**src/rtl/traffic_controller_ndir.sv**
```systemverilog
// Round-robin traffic-signal controller for NUM_DIR approaches: detector-actuated green,
// fixed yellow and all-red clearance, plus a flashing-yellow mode while en is low.
module traffic_controller_ndir #(
  parameter int NUM_DIR     = 2,
  parameter int TW          = 8,
  parameter int GREEN_MIN   = 10,
  parameter int GREEN_MAX   = 30,
  parameter int YELLOW_CYC  = 2,
  parameter int ALL_RED_CYC = 1,
  parameter int FLASH_CYC   = 4,
  parameter int DW          = (NUM_DIR > 2) ? $clog2(NUM_DIR) : 1
) (
  input  logic               clk,
  input  logic               res_n,
  input  logic               en,
  input  logic [NUM_DIR-1:0] detect,
  output logic [NUM_DIR-1:0] red,
  output logic [NUM_DIR-1:0] yellow,
  output logic [NUM_DIR-1:0] green,
  output logic [1:0]         phase,
  output logic [DW-1:0]      cur_dir
);

  localparam longint TMAX = (longint'(1) <<< TW) - longint'(1);

  if (NUM_DIR < 2 || GREEN_MIN < 1 || GREEN_MAX < GREEN_MIN || YELLOW_CYC < 1 ||
      ALL_RED_CYC < 1 || FLASH_CYC < 1 || DW < 1 || DW < $clog2(NUM_DIR) ||
      longint'(GREEN_MAX) > TMAX || longint'(YELLOW_CYC) > TMAX ||
      longint'(ALL_RED_CYC) > TMAX || longint'(FLASH_CYC) > TMAX) begin : g_bad_params
    $error("traffic_controller_ndir: illegal parameter combination");
  end

  // The encoding doubles as the phase output, so phase is a direct view of the FSM.
  typedef enum logic [1:0] {
    ST_ALL_RED = 2'b00,
    ST_GREEN   = 2'b01,
    ST_YELLOW  = 2'b10,
    ST_FLASH   = 2'b11
  } state_t;

  localparam logic [TW-1:0] AR_LOAD    = TW'(ALL_RED_CYC - 1);
  localparam logic [TW-1:0] Y_LOAD     = TW'(YELLOW_CYC - 1);
  localparam logic [TW-1:0] FL_LOAD    = TW'(FLASH_CYC - 1);
  localparam logic [TW-1:0] G_MIN_LAST = TW'(GREEN_MIN - 1);
  localparam logic [TW-1:0] G_MAX_LAST = TW'(GREEN_MAX - 1);
  localparam logic [DW-1:0] LAST_DIR   = DW'(NUM_DIR - 1);

  state_t        state_q, state_d;
  logic [DW-1:0] dir_q, dir_d;
  logic [TW-1:0] timer_q, timer_d;
  logic [TW-1:0] g_cnt_q, g_cnt_d;
  logic          flash_q, flash_d;

  always_ff @(posedge clk or negedge res_n) begin
    if (!res_n) begin
      state_q <= ST_ALL_RED;
      dir_q   <= '0;
      timer_q <= AR_LOAD;
      g_cnt_q <= '0;
      flash_q <= 1'b1;
    end else begin
      state_q <= state_d;
      dir_q   <= dir_d;
      timer_q <= timer_d;
      g_cnt_q <= g_cnt_d;
      flash_q <= flash_d;
    end
  end

  always_comb begin
    state_d = state_q;
    dir_d   = dir_q;
    timer_d = timer_q;
    g_cnt_d = g_cnt_q;
    flash_d = flash_q;
    if (!en) begin
      // en low wins over every normal transition; inside FLASH it just keeps blinking.
      if (state_q != ST_FLASH) begin
        state_d = ST_FLASH;
        flash_d = 1'b1;
        timer_d = FL_LOAD;
      end else if (timer_q == '0) begin
        flash_d = ~flash_q;
        timer_d = FL_LOAD;
      end else begin
        timer_d = timer_q - TW'(1);
      end
    end else begin
      case (state_q)
        ST_FLASH: begin
          state_d = ST_ALL_RED;
          timer_d = AR_LOAD;
          dir_d   = '0;
        end
        ST_ALL_RED: begin
          if (timer_q == '0) begin
            state_d = ST_GREEN;
            g_cnt_d = '0;
          end else begin
            timer_d = timer_q - TW'(1);
          end
        end
        ST_GREEN: begin
          if (g_cnt_q == G_MAX_LAST || (g_cnt_q >= G_MIN_LAST && !detect[dir_q])) begin
            state_d = ST_YELLOW;
            timer_d = Y_LOAD;
          end else begin
            g_cnt_d = g_cnt_q + TW'(1);
          end
        end
        ST_YELLOW: begin
          if (timer_q == '0) begin
            state_d = ST_ALL_RED;
            timer_d = AR_LOAD;
            dir_d   = (dir_q == LAST_DIR) ? '0 : dir_q + DW'(1);
          end else begin
            timer_d = timer_q - TW'(1);
          end
        end
        default: state_d = ST_ALL_RED;
      endcase
    end
  end

  always_comb begin
    red    = '0;
    yellow = '0;
    green  = '0;
    case (state_q)
      ST_ALL_RED: red = '1;
      ST_GREEN: begin
        red          = '1;
        red[dir_q]   = 1'b0;
        green[dir_q] = 1'b1;
      end
      ST_YELLOW: begin
        red           = '1;
        red[dir_q]    = 1'b0;
        yellow[dir_q] = 1'b1;
      end
      ST_FLASH: yellow = {NUM_DIR{flash_q}};
      default: red = '1;
    endcase
  end

  assign phase   = state_q;
  assign cur_dir = dir_q;

endmodule

```
**config.mk**
```make
export PLATFORM = sky130hd
export DESIGN_NAME = traffic_controller_ndir
export DESIGN_NICKNAME = d
export VERILOG_FILES = /design/src/rtl/traffic_controller_ndir.sv
export SDC_FILE = /design/constraint.sdc
export NUM_CORES = 1
export LEC_CHECK = 0
export ABC_AREA = 1
export CORE_ASPECT_RATIO = 0.75
export CORE_UTILIZATION = 40
export DETAILED_ROUTE_END_ITERATION = 8
export GPL_ROUTABILITY_DRIVEN = 0
export PLACE_DENSITY_LB_ADDON = 0.05
export SLEW_MARGIN = 0
export SYNTH_ARGS = -nofsm -noshare
export SYNTH_HDL_FRONTEND = slang
export SYNTH_SLANG_ARGS = --single-unit
export TNS_END_PERCENT = 100
```
**constraint.sdc**
```tcl
create_clock -name clk -period 1.55 [get_ports clk]
set_input_delay 0.155 -clock clk [delete_from_list [all_inputs] [get_ports clk]]
set_output_delay 0.155 -clock clk [all_outputs]
set_load 0.01 [all_outputs]
```
After elaboration in Yosys (flattened, before gate mapping) --
Index checks and enable logic that the tools add are counted.
Word-level totals: bits in registers 20, bits in latches 0, bits in writable memories 0, bits in read-only memories 0, input bits 5, memories kept 0
Operators by class: add/subtract/negate cells 3, multipliers 0, div/mod/pow operators 0, magnitude comparators 3, equality and inequality tests 12, shift-type cells 0, muxes and demuxes 28, bitwise operators 3, reductions and logical operators 16
Operators with widths (count):
- 2-to-1 mux 8 bit | 8
- case mux 8 bit (4 select lines) | 1
- case mux 8 bit (2 select lines) | 1
- 2-to-1 mux 2 bit | 6
- inequality test 3 bit, second input constant | 4
- adder 8 x 1 -> 8 bit, second input constant | 1
- == test 8 x 5 -> 1 bit, second input constant | 1
- >= comparator 8 x 4 -> 1 bit, second input constant | 1
- zero test 8 bit | 1
- inequality test 2 bit, second input constant | 4
- case mux 2 bit (2 select lines) | 2
- case mux 2 bit (4 select lines) | 1
- AND reduction 4 bit | 2
- nonzero test 2 bit | 4
- subtractor 8 x 1 -> 8 bit, second input constant | 1
- 2-to-1 mux 1 bit | 7
- == test 2 bit, second input constant | 2
- AND reduction 2 bit | 2
- AND reduction 3 bit | 1
- == test 2 x 1 -> 1 bit, second input constant | 1
- logical AND 1 bit | 2
- zero test 2 bit | 1
- less-than comparator 1 x 2 -> 1 bit, second input constant | 1
- NOT 1 bit | 2
- 8 further kinds | 8

Longest topological paths before layout --
Gate-level depths: netlist (run 1).
word-level depth 8, gate-level depth with buffers 13, depth with buffers taken out 13

Worst setup path after synthesis (run 1) --
Ideal clock, no wire load.
path kind register to register, start point register state_q[0] (netlist: phase[0]), end point register g_cnt_q[5], data arrival time 1.344 ns, path slack 0.089 ns, stages on the path, launching flop included 10, path buffers 1, clock period less this slack 1.461 ns, path through dfrtp_1 inv_1 ha_1 nor2_1 nand2_1 nand2_2 nand2_2 buf_6 nand2_1 o21ai_2
On the way: cells in the longest elaborated chain, start to end 3, elaborated cells on any way between the ends 7
Ends and longest elaborated chain:
- from (decl) | RTL line 48 | state_t state_q, state_d;
- from (signal assigned) | RTL line 62 | state_q <= state_d;
- == test 2 x 1 -> 1 bit or zero test 2 bit (tied branches) | RTL line 89 | case (state_q)
- inequality test 2 bit (no source line) or nonzero test 2 bit (tied branches)
- AND reduction 4 bit (no source line)
- to (signal assigned) | RTL line 65 | g_cnt_q <= g_cnt_d;
- to (decl) | RTL line 51 | logic [TW-1:0] g_cnt_q, g_cnt_d;
Several ways; a longest one is shown, not always the timed one. A chain may end at the register's enable or synchronous reset.

Worst setup path after layout (run 1) --
start point register g_cnt_q[1], end point register state_q[1] (netlist: phase[1])
On the way: cells in the longest elaborated chain, start to end 5, elaborated cells on any way between the ends 6
Ends and longest elaborated chain:
- >= comparator 8 x 4 -> 1 bit | RTL line 104 | if (g_cnt_q == G_MAX_LAST || (g_cnt_q >= G_MIN_LAST && !detect[dir_q])) begin
- logical AND 1 bit | RTL line 104
- logical OR 1 bit * | RTL line 104
- inequality test 3 bit (no source line) *
- AND reduction 4 bit (no source line) *
Every way passes the cells marked *; elsewhere a longest branch is shown, timed or not.

==> results of run 1 <==
-- cell usage after synthesis, drive strengths merged --
| cell | number | area share (%) |
|---|---|---|
| buf | 2 | 1.5 |
| xor2 | 6 | 3.5 |
| nor3 | 1 | 0.33 |
| o21ai | 13 | 5.6 |
| a21oi | 6 | 2.2 |
| nor2 | 21 | 7.1 |
| o211ai | 1 | 0.50 |
| dfrtp | 19 | 32 |
| and2 | 1 | 0.42 |
| nand2 | 78 | 21 |
| inv | 31 | 7.9 |
| dfstp | 1 | 1.7 |
| xnor2 | 2 | 1.2 |
| ha | 9 | 7.5 |
| clkinv | 1 | 0.25 |
| a31oi | 1 | 0.42 |
| nand3 | 15 | 6.1 |
| or2 | 1 | 0.42 |
| nand4 | 2 | 0.83 |
-- per-layer routing --
layer,vias to the layer above,track usage [%],routed length (um)
met5,-,0,0
met3,8,5.07,148
li1,758,-,-
met1,667,27.2,1940
met4,0,6.54,44
met2,30,35.5,1720
-- final cells by class --
type	count	area [um^2]
repair inverters	1	6.26
clock buffers	4	55.1
multi-input cells	158	1050
repair buffers	47	374
fillers	315	1270
well taps	50	62.6
inverters	32	133
flip-flops and latches	20	502
-- through the flow --
| stage | total power, mW | hold slack, ns | setup TNS (ns) | util (%) | cells |
|---|---|---|---|---|---|
| after floorplan | 2.35 | -0.141 | 0 | - | 211 |
| after global placement | 3.29 | 0.476 | -0.265 | 55.0 | 301 |
| after detailed placement | 3.35 | 0.480 | -0.784 | 55.0 | 301 |
| after CTS | 3.84 | 0.241 | 0 | 58.3 | 308 |
| after global routing | 4.54 | 0.256 | -0.670 | 63.2 | 312 |
| final | 4.18 | 0.233 | 0 | 63.2 | 312 |
-- flip-flops by register name, indices dropped and copies added, names as in the netlist --
signal	count
g_cnt_q	8
timer_q	8
phase	2
cur_dir	1
flash_q	1
-- power groups by stage --
stage | Sequential, mW | Clock (mW) | Combinational [mW]
after floorplan | 0.878 | 0 | 1.47
after global placement | 0.853 | 0 | 2.44
after detailed placement | 0.862 | 0 | 2.49
after CTS | 0.840 | 0.421 | 2.58
after global routing | 0.872 | 0.445 | 3.23
final | 0.850 | 0.406 | 2.93
-- logic make-up (layout without fill, tap and decap cells) --
family / count (synthesis) / in the layout / share of synthesized area [%]
xor gates and xnor gates: 8 / 8 / 4.65
and+or+nand+nor: 119 / 120 / 36.3
AOI/OAI and AO/OA: 21 / 21 / 8.71
adders and majority gates: 9 / 9 / 7.47
DFF: 20 / 20 / 33.3
buffers and inverters: 34 / 84 / 9.63
-- worst paths after layout --
kind	to	cells past startpoint
setup / recovery	phase[1]$_DFFE_PN0P_	8
hold / removal	g_cnt_q[2]$_DFFE_PN0P_	2
setup reg to reg	phase[1]$_DFFE_PN0P_	8
hold reg to reg	flash_q$_DFFE_PN1P_	2
max in group asynchronous	flash_q$_DFFE_PN1P_	2
min in group clk	flash_q$_DFFE_PN1P_	2
-- cell usage in the layout (no fill, tap or decap), drive strengths merged --
master and instances:
o21ai 13, dfrtp 19, dfstp 1, dlygate4sd2 2, and2 1, nor2 21
inv 32, clkdlybuf4s50 5, nor3 1, nand2 79, xor2 6, or2 1
clkdlybuf4s15 2, nand4 2, nand3 15, buf 37, clkinv 1, xnor2 2
ha 9, a21oi 6, clkbuf 5, a31oi 1, o211ai 1
-- what timing repair did --
item                                    4_1_cts  5_1_grt
resized for setup                            33       43
cloned                                        1        1
endpoints found under the setup margin       20       23
buffers inserted                              2        3
pin swaps                                     1       14
-- critical path: stages, from the launching register on --
cell	delay, ns
dfrtp_1	0.40
inv_2	0.09
ha_4	0.15
buf_4	0.10
nand4_1	0.19
nand3_4	0.18
nand3_1	0.16
nand2_1	0.11
o21ai_1	0.06
==> impl_metrics.yaml, run 1 <==
power_and_ir_drop:
  p_leak_nw: 1.11
  seq_power_share_pct: 20.3
  clock_power_share_pct: 9.7
  ir_drop_v: 0.00104
  p_sw_share_pct: 46.9
  power_density_nw_per_um2: 1920
  combPwrFrac_pct: 70.0
  switching_power_mw: 1.96
  intPower_mw: 2.22
cts:
  clkSinkCount: 20
  clk_latency_ns: 0.26
  clock-root-buffer: "clkbuf_8"
  cts_hold_buffers: 0
  cts_buffer_depth: 2
  clk_pin_slew_ns: 0.08
  cts_buffers: 3
  htree_levels: 1
  cts_tree: "built"
sta:
  setup_viol: 0
  skew_ns: 0.00259
  layout_setup_ws_ns: 0.0145
  final_hold_viol_count: 0
  rsz0062_at_grt: "yes"
  fin_crit_sh_pct: 99.1
  max-slew-margin-rel_pct: 75.2
  drv_slew: 0
  fin_crit_ns: 1.54
  fmax_ghz: 0.651
  worstMarginPinSlew_ns: 0.370
setup_path:
  rrSetupSlack_ns: 0.01
  crit_type: "flip-flop to flip-flop"
  crit_fanout: 5
  required_ns: 1.71
  r2r-start: "g_cnt_q[1]$_DFFE_PN0P_"
  crit_arrival_ns: 1.69
  end_kind: "flip-flop"
  setup.worst_path.start: "g_cnt_q[1]$_DFFE_PN0P_"
  startpoint_type: "flip-flop"
floorplan:
  die_h_um: 55.2
  ios: 14
  row_count: 18
  dieArea_um2: 4020
  core_um2: 3450
  initial_utilization_pct: 43.8
  die_w_um: 72.9
grt:
  grt_pass1_vias: 1393
  grt.overflow.total: 0
  antenna_found_initial: 0
  grt_pass1_wl_um: 6190
  globalRouteTotalUtil_pct: 21.1
  grt_start_max_net_pins: 21
synthesis:
  yosysSeqAreaShare_pct: 33.3
  synth-seq-cells: 20
  syn_area_per_cell_um2: 7.15
  yosys_warnings: 0
  netlist_area_um2: 1510
  syn_nets: 225
  synthCells: 211
  ys_types: 30
flow_run:
  cap_violations: 0
final_layout:
  design_area_um2: 2180
  final_nets: 277
  drive_gt1_share_pct: 38.5
  area_growth_pct: 44.5
  antenna_cells: 0
route:
  vias: 1463
  wl_um: 3860
  via_per_inst: 4.69
  avgRoutedWirePerCell_um: 12.4
  first_iter_violations: 67
  dr.pass1.iters: 6
  ant_nets: 0
  route.detailed.drc: 0
place:
  pre_cts_slack_ns: -0.119
  placed_area_um2: 1900
  dp_hpwl_um: 2780
  portBuffers: 13
min_path:
  hp-class: "input port to async pin"
outcome:
  status: "complete, no violations"
(Power assumes the default switching activity.)
==> run 2: changes to the inputs <==
- SLEW_MARGIN: 0 -> 20
==> results of run 2 <==
Final layout, timing and power as in run 1 (identical DEF).
